### config.mk
export PLATFORM = sky130hd
export DESIGN_NAME = ahfp_int_to_float_flat
export DESIGN_NICKNAME = d
export VERILOG_FILES = /design/src/rtl/ahfp_pkg.sv /design/src/rtl/ahfp_int_to_float_if.sv /design/src/rtl/ahfp_rne_round.sv /design/src/rtl/ahfp_int_to_float.sv /design/src/flat_wrapper.sv
export SDC_FILE = /design/constraint.sdc
export NUM_CORES = 1
export LEC_CHECK = 0
export CORE_MARGIN = 2
export CORE_UTILIZATION = 54
export CTS_CLUSTER_SIZE = 40
export DETAILED_ROUTE_END_ITERATION = 12
export GPL_ROUTABILITY_DRIVEN = 1
export PLACE_DENSITY = 0.77
export SYNTH_ARGS = -nofsm -noshare
export SYNTH_HDL_FRONTEND = slang
export SYNTH_SLANG_ARGS = --single-unit
### constraint.sdc
create_clock -name clk -period 2.45 [get_ports clk]
set_input_delay 0.3675 -clock clk [delete_from_list [all_inputs] [get_ports clk]]
set_output_delay 0.3675 -clock clk [all_outputs]
set_load 0.01 [all_outputs]
### src/rtl/ahfp_pkg.sv
// ahfp_pkg: definitions shared by the ahfp floating-point blocks
// (ahfp_int_to_float today, ahfp_add_sub later).
// Contents: FSM state enum, default exponent bias, IEEE-754 single field
// widths, the +0 encoding, and the round-to-nearest-even increment decision.
package ahfp_pkg;

  typedef enum logic [1:0] {
    ST_IDLE  = 2'd0,
    ST_NORM  = 2'd1,
    ST_ROUND = 2'd2,
    ST_OUT   = 2'd3
  } ahfp_state_e;

  localparam int          EXP_BIAS_DEF = 127;
  localparam int          EXP_W        = 8;
  localparam int          FRAC_W       = 23;
  localparam logic [31:0] FP_ZERO      = 32'h00000000;

  // Round up when above half an ulp, or exactly half an ulp with an odd lsb.
  function automatic logic rne_inc(input logic guard, input logic sticky, input logic lsb);
    return guard & (sticky | lsb);
  endfunction

endpackage

### src/rtl/ahfp_int_to_float_if.sv
// ahfp_int_to_float_if: valid/ready bundle for the integer-to-float converter.
//   in_valid/in_ready/dataa    : integer operand handshake
//   out_valid/out_ready/result : IEEE-754 single result handshake
// The master modport is the side that supplies operands and takes results;
// the slave modport is the converter.
interface ahfp_int_to_float_if;
  logic        in_valid;
  logic        in_ready;
  logic [31:0] dataa;
  logic        out_valid;
  logic        out_ready;
  logic [31:0] result;

  modport master (output in_valid, output dataa, output out_ready,
                  input  in_ready, input  out_valid, input  result);
  modport slave  (input  in_valid, input  dataa, input  out_ready,
                  output in_ready, output out_valid, output result);
endinterface

### src/rtl/ahfp_rne_round.sv
// ahfp_rne_round: combinational rounding of a normalised fraction.
//   frac     : 23 fraction bits below the hidden one
//   guard    : first bit below the fraction lsb
//   sticky   : OR of all remaining lower bits
//   frac_rnd : rounded fraction
//   carry    : fraction wrapped from all ones to zero; the exponent must step
// Macro AHFP_I2F_TRUNC_EN selects round toward zero (no increment ever);
// otherwise round-to-nearest-even.
module ahfp_rne_round
  import ahfp_pkg::*;
(
  input  logic [FRAC_W-1:0] frac,
  input  logic              guard,
  input  logic              sticky,
  output logic [FRAC_W-1:0] frac_rnd,
  output logic              carry
);

`ifdef AHFP_I2F_TRUNC_EN
  // Truncation: the fraction passes through untouched.
  always_comb begin
    frac_rnd = frac;
    carry    = 1'b0;
  end
`else
  logic inc_s;

  // Nearest-even increment; the carry-out flags the all-ones wrap.
  always_comb begin
    inc_s             = rne_inc(guard, sticky, frac[0]);
    {carry, frac_rnd} = {1'b0, frac} + {{FRAC_W{1'b0}}, inc_s};
  end
`endif

endmodule

### src/rtl/ahfp_int_to_float.sv
// ahfp_int_to_float: sequential signed 32-bit integer to IEEE-754 single converter.
//   clk   : rising-edge clock
//   rst_n : asynchronous active-low reset
//   bus   : ahfp_int_to_float_if slave (in_valid/in_ready/dataa,
//           out_valid/out_ready/result)
// Parameters: NORM_STEP (1 or 4) left-shift per NORM cycle; with 4 a 4-bit
// shift is used while the top nibble is zero. EXP_BIAS is the exponent bias.
// Macro AHFP_I2F_TRUNC_EN (in ahfp_rne_round) selects round toward zero.
// All handshake outputs are registered; in_ready is high only in IDLE.
module ahfp_int_to_float
  import ahfp_pkg::*;
#(
  parameter int NORM_STEP = 1,
  parameter int EXP_BIAS  = EXP_BIAS_DEF
) (
  input  logic                  clk,
  input  logic                  rst_n,
  ahfp_int_to_float_if.slave    bus
);

  // Exponent of a value whose leading one sits in bit 31.
  localparam logic [EXP_W-1:0] EXP_INIT = EXP_W'(EXP_BIAS + 31);

  ahfp_state_e       state_r, state_nx;
  logic [31:0]       mag_r, mag_nx;
  logic [EXP_W-1:0]  exp_r, exp_nx;
  logic              sign_r, sign_nx;
  logic [31:0]       result_r, result_nx;
  logic              in_ready_r;
  logic              out_valid_r;
  logic [FRAC_W-1:0] frac_rnd_s;
  logic              carry_s;

  ahfp_rne_round u_round (
    .frac     (mag_r[30:8]),
    .guard    (mag_r[7]),
    .sticky   (|mag_r[6:0]),
    .frac_rnd (frac_rnd_s),
    .carry    (carry_s)
  );

  // Next-state and datapath update for the IDLE/NORM/ROUND/OUT sequence.
  always_comb begin
    state_nx  = state_r;
    mag_nx    = mag_r;
    exp_nx    = exp_r;
    sign_nx   = sign_r;
    result_nx = result_r;
    case (state_r)
      ST_IDLE: begin
        if (bus.in_valid && in_ready_r) begin
          sign_nx = bus.dataa[31];
          // Two's-complement negate; -2^31 wraps to 32'h80000000 as wanted.
          mag_nx  = bus.dataa[31] ? (~bus.dataa + 32'd1) : bus.dataa;
          exp_nx  = EXP_INIT;
          if (bus.dataa == 32'd0) begin
            result_nx = FP_ZERO;
            state_nx  = ST_OUT;
          end else begin
            state_nx  = ST_NORM;
          end
        end else begin
          state_nx = ST_IDLE;
        end
      end
      ST_NORM: begin
        if (mag_r[31]) begin
          state_nx = ST_ROUND;
        end else if ((NORM_STEP == 4) && (mag_r[31:28] == 4'h0)) begin
          mag_nx = {mag_r[27:0], 4'h0};
          exp_nx = exp_r - EXP_W'(4);
        end else begin
          mag_nx = {mag_r[30:0], 1'b0};
          exp_nx = exp_r - EXP_W'(1);
        end
      end
      ST_ROUND: begin
        // Exponent never exceeds 158 for nonzero input, so the carry cannot overflow it.
        result_nx = {sign_r, exp_r + {{(EXP_W-1){1'b0}}, carry_s}, frac_rnd_s};
        state_nx  = ST_OUT;
      end
      ST_OUT: begin
        if (bus.out_ready) begin
          state_nx = ST_IDLE;
        end else begin
          state_nx = ST_OUT;
        end
      end
      default: begin
        state_nx = ST_IDLE;
      end
    endcase
  end

  // State, datapath and registered handshake outputs.
  always_ff @(posedge clk or negedge rst_n) begin
    if (!rst_n) begin
      state_r     <= ST_IDLE;
      mag_r       <= 32'd0;
      exp_r       <= {EXP_W{1'b0}};
      sign_r      <= 1'b0;
      result_r    <= FP_ZERO;
      in_ready_r  <= 1'b1;
      out_valid_r <= 1'b0;
    end else begin
      state_r     <= state_nx;
      mag_r       <= mag_nx;
      exp_r       <= exp_nx;
      sign_r      <= sign_nx;
      result_r    <= result_nx;
      in_ready_r  <= (state_nx == ST_IDLE);
      out_valid_r <= (state_nx == ST_OUT);
    end
  end

  assign bus.in_ready  = in_ready_r;
  assign bus.out_valid = out_valid_r;
  assign bus.result    = result_r;

endmodule

### src/flat_wrapper.sv
// flat-port wrapper written by rule: the top's interface ports become plain ports
module ahfp_int_to_float_flat import ahfp_pkg::*;
#(
  parameter int NORM_STEP = 1,
  parameter int EXP_BIAS  = EXP_BIAS_DEF
)
  (clk, rst_n, bus_in_valid, bus_dataa, bus_out_ready, bus_in_ready, bus_out_valid, bus_result);
  ahfp_int_to_float_if bus_i ();
  input  logic clk;
  input  logic rst_n;
  input wire logic [$bits(bus_i.in_valid)-1:0] bus_in_valid;
  input wire logic [$bits(bus_i.dataa)-1:0] bus_dataa;
  input wire logic [$bits(bus_i.out_ready)-1:0] bus_out_ready;
  output wire logic [$bits(bus_i.in_ready)-1:0] bus_in_ready;
  output wire logic [$bits(bus_i.out_valid)-1:0] bus_out_valid;
  output wire logic [$bits(bus_i.result)-1:0] bus_result;
  assign bus_i.in_valid = bus_in_valid;
  assign bus_i.dataa = bus_dataa;
  assign bus_i.out_ready = bus_out_ready;
  assign bus_in_ready = bus_i.in_ready;
  assign bus_out_valid = bus_i.out_valid;
  assign bus_result = bus_i.result;
  ahfp_int_to_float #(.NORM_STEP(NORM_STEP), .EXP_BIAS(EXP_BIAS)) u_core (.clk(clk), .rst_n(rst_n), .bus(bus_i));
endmodule
==> flow_results.xml <==
<?xml version="1.0" encoding="UTF-8"?>
<metrics>
  <group name="run_status">
    <metric name="run_status" unit="">complete, no violations</metric>
  </group>
  <group name="pwr">
    <metric name="power_switching" unit="W">0.00217</metric>
    <metric name="power.switching_fraction" unit="">0.363</metric>
    <metric name="leakagePower" unit="nW">2.56</metric>
    <metric name="power.clock.fraction" unit="">0.176</metric>
    <metric name="sequentialPowerShare" unit="">0.384</metric>
    <metric name="cell_internal_pwr" unit="W">0.00381</metric>
    <metric name="p_comb_frac" unit="">0.440</metric>
    <metric name="pwrdens" unit="nW/um^2">1010</metric>
    <metric name="ir_worst_vdd" unit="mV">0.514</metric>
  </group>
  <group name="timing">
    <metric name="tns" unit="ps">0</metric>
    <metric name="finalCritPeriodShare" unit="">0.958</metric>
    <metric name="finClkSkew" unit="ps">15.6</metric>
    <metric name="fmax" unit="MHz">426</metric>
    <metric name="setup_slack" unit="ps">102</metric>
    <metric name="timing_hold_violations_final" unit="">0</metric>
    <metric name="final.min_clock_period" unit="ps">2350</metric>
    <metric name="setup_viol_count_final" unit="">0</metric>
    <metric name="max_slew.worst_pin.slew" unit="ps">559</metric>
    <metric name="maxSlewViolCount" unit="">0</metric>
    <metric name="slew_headroom" unit="">0.627</metric>
  </group>
  <group name="critical_path">
    <metric name="crit_path_start_kind" unit="">primary input</metric>
    <metric name="cp-end-kind" unit="">flip-flop</metric>
    <metric name="timing.setup.critical_path_class" unit="">in2reg</metric>
    <metric name="cp_data_required_time" unit="ps">2680</metric>
    <metric name="crit_fanout" unit="">4</metric>
    <metric name="worstPathArrival" unit="ps">2580</metric>
  </group>
  <group name="logic_synthesis">
    <metric name="synthArstFlopShare" unit="">1.00</metric>
    <metric name="postSynthAreaPerCell" unit="sq um">10.0</metric>
    <metric name="number_of_cells_produced_by_synthesis" unit="">443</metric>
    <metric name="netlist-cell-type-count" unit="">57</metric>
    <metric name="synth-edff-count" unit="">0</metric>
    <metric name="synth-seq-cells" unit="">77</metric>
    <metric name="portion_of_the_post_synthesis_area_used_by_sequential_elements" unit="">0.435</metric>
    <metric name="synth_top_flop_cell" unit="">dfrtp_1</metric>
    <metric name="yosys_warnings" unit="">0</metric>
    <metric name="syn_area" unit="sq um">4430</metric>
    <metric name="syn_nets" unit="">484</metric>
  </group>
  <group name="drt">
    <metric name="remaining_drc_errors" unit="">0</metric>
    <metric name="dr_total_vias" unit="">3965</metric>
    <metric name="drtPass1Iterations" unit="">5</metric>
    <metric name="postRouteAntennaNets" unit="">0</metric>
    <metric name="iteration_0_drc_markers" unit="">279</metric>
    <metric name="routed_via_density" unit="">5.91</metric>
    <metric name="route.final.wire_length" unit="microns">11300</metric>
    <metric name="wire_per_inst" unit="microns">16.8</metric>
  </group>
  <group name="grt">
    <metric name="grt_start_max_net_pins" unit="">48</metric>
    <metric name="grt_antenna_before_repair" unit="">0</metric>
    <metric name="grt.total_usage" unit="">0.261</metric>
    <metric name="grt_first_pass_wirelength" unit="microns">18200</metric>
    <metric name="grt_pass1_vias" unit="">3822</metric>
    <metric name="globalRoute.totalOverflow" unit="">0</metric>
  </group>
  <group name="placement">
    <metric name="gp_congestion" unit="">0.858</metric>
    <metric name="place_ws" unit="ps">-316</metric>
    <metric name="detailedPlacementHpwl" unit="microns">8270</metric>
    <metric name="place_area" unit="sq um">5630</metric>
    <metric name="place.port_buffers" unit="">69</metric>
  </group>
  <group name="finish">
    <metric name="layout.area.seq" unit="sq um">1930</metric>
    <metric name="post_route_cells_drive_above_1_share" unit="">0.182</metric>
    <metric name="fill_cells" unit="">590</metric>
    <metric name="layout.cells.most_common_list" unit="">76 x dfrtp_1, 66 x clkdlybuf4s50_1, 63 x buf_4, 33 x a22o_1, 31 x nand2_1</metric>
    <metric name="stdcell_area" unit="sq um">5910</metric>
    <metric name="final_common_cell" unit="">dfrtp_1</metric>
    <metric name="areaGrowthSynthToFinish" unit="%">33.2</metric>
    <metric name="final_nets" unit="">603</metric>
    <metric name="multi_input_area" unit="sq um">2360</metric>
    <metric name="layout.core_utilization" unit="">0.730</metric>
    <metric name="antenna_cells" unit="">0</metric>
  </group>
  <group name="die">
    <metric name="die_height" unit="microns">94.6</metric>
    <metric name="pin_count" unit="">70</metric>
    <metric name="core_area" unit="sq um">8090</metric>
    <metric name="die_x" unit="microns">94.6</metric>
    <metric name="floorplan.initialDensity" unit="">0.548</metric>
    <metric name="floorplan.die_area" unit="sq um">8950</metric>
    <metric name="placementRows" unit="">33</metric>
  </group>
  <group name="clocking">
    <metric name="cts.htree.levels" unit="">3</metric>
    <metric name="cts_root_buffer" unit="">clkbuf_8</metric>
    <metric name="cts.sinks" unit="">77</metric>
    <metric name="worst_skew_pair.late_latency" unit="ps">360</metric>
    <metric name="clk_pin_slew_worst_paths" unit="ps">80</metric>
    <metric name="tritoncts" unit="">done</metric>
    <metric name="cts_made_buffers" unit="">9</metric>
    <metric name="max-clock-path-buffers" unit="">2</metric>
  </group>
  <group name="job">
    <metric name="timing.max_cap.violations" unit="">0</metric>
  </group>
  <group name="min_path">
    <metric name="min_path_type" unit="">in2reg</metric>
  </group>
</metrics>
## per-layer routing
| metal | share of wire | GRT usage | wire length, microns |
|---|---|---|---|
| met5 | 0 | 0 | 0 |
| met4 | 0.0080 | 0.0592 | 90 |
| met3 | 0.049 | 0.0543 | 556 |
| met2 | 0.50 | 0.447 | 5610 |
| met1 | 0.44 | 0.342 | 4990 |
## state kept, by name, indices dropped and copies added (netlist names)
signal                flops
u_core.sign_r             1
u_core.bus.out_valid      1
u_core.bus.in_ready       1
u_core.exp_r              8
u_core.mag_r             32
u_core.bus.result        32
u_core.state_r            2
## worst paths after layout
kind,start,end,slack (ps),cells after the start
hold reg to reg,u_core.sign_r,u_core.sign_r,480,2
hold / removal,bus_dataa[0],u_core.mag_r[0],360,3
max in group asynchronous,rst_n,u_core.bus.in_ready,1350,3
setup / recovery,bus_dataa[10],u_core.mag_r[17],100,7
setup reg to reg,u_core.mag_r[7],u_core.bus.result[30],140,9
min in group asynchronous,rst_n,u_core.mag_r[3],490,2
## final cells by class
| cell class | instances | share of cell area |
|---|---|---|
| timing repair buffer | 136 | 0.211 |
| clock inverter | 6 | 0.0148 |
| sequential | 77 | 0.326 |
| tap | 105 | 0.0222 |
| inverter | 8 | 0.00508 |
| clock buffer | 9 | 0.0210 |
| multi-input combinational | 330 | 0.400 |
## critical path: stages
cell             delay [ps]
clkdlybuf4s50_1         420
or4_4                   580
buf_4                   170
or2_2                   310
o41ai_1                 450
xor2_1                  210
o21ai_1                  80
## cell families after synthesis
group / count (synthesis) / share of synthesized area
and+or+nand+nor: 134 / 0.175
AOI/OAI and AO/OA: 129 / 0.212
DFF: 77 / 0.435
xor gates and xnor gates: 50 / 0.0988
buffers and inverters: 36 / 0.0375
muxes: 12 / 0.0277
adders and majority gates: 5 / 0.0141
## power by group through the flow
stage                     Sequential, W  Clock, W  Combinational, W
after floorplan                 0.00229         0           0.00142
after global placement          0.00229         0           0.00247
after detailed placement        0.00230         0           0.00254
after CTS                       0.00228   0.00105           0.00256
after global routing            0.00236   0.00113           0.00288
final                           0.00230   0.00105           0.00264
## synth_stat cells, types with 2 or more instances
master,number,share of area
a31oi_1,4,0.0056
o2bb2ai_1,3,0.0059
ha_1,5,0.014
a22o_1,33,0.065
a211oi_1,3,0.0051
xnor2_1,28,0.055
or3_1,6,0.0085
nand2b_1,2,0.0028
buf_1,2,0.0017
inv_1,8,0.0068
or4_4,3,0.0076
nor2_1,22,0.019
nand2_1,31,0.026
or2_2,3,0.0042
mux2i_1,10,0.023
xor2_1,22,0.043
nand3b_1,4,0.0068
and4_1,7,0.014
o211ai_1,7,0.012
nand4b_1,2,0.0040
o21ai_1,5,0.0056
and2_1,2,0.0028
o31ai_1,2,0.0034
nor4_1,4,0.0056
or4_1,3,0.0051
nor3_1,9,0.010
nand4_1,5,0.0071
and3_1,5,0.0071
nor4_2,3,0.0085
a41oi_1,3,0.0059
a21oi_1,6,0.0068
nand3_1,11,0.012
a22oi_1,26,0.044
clkbuf_1,21,0.018
buf_6,4,0.010
dfrtp_1,76,0.43
o41ai_1,4,0.0079
nor2b_1,4,0.0056
o21ai_0,25,0.028
nor3b_1,2,0.0034
mux2_2,2,0.0051
## what timing repair did
item	in CTS	in global routing
hold endpoints to repair	30	0
setup endpoints to repair	0	32
hold buffers	1	0
setup buffers	0	1
resized for setup	0	4
## per-stage QoR
stage / std cells / hold slack [ps] / total power [W]
after CTS: 668 / 482 / 0.00589
final: 671 / 361 / 0.00599
after global placement: 652 / 324 / 0.00476
after detailed placement: 652 / 330 / 0.00485
after global routing: 671 / 382 / 0.00637
after floorplan: 443 / 71.9 / 0.00371
(Power assumes the default switching activity.)
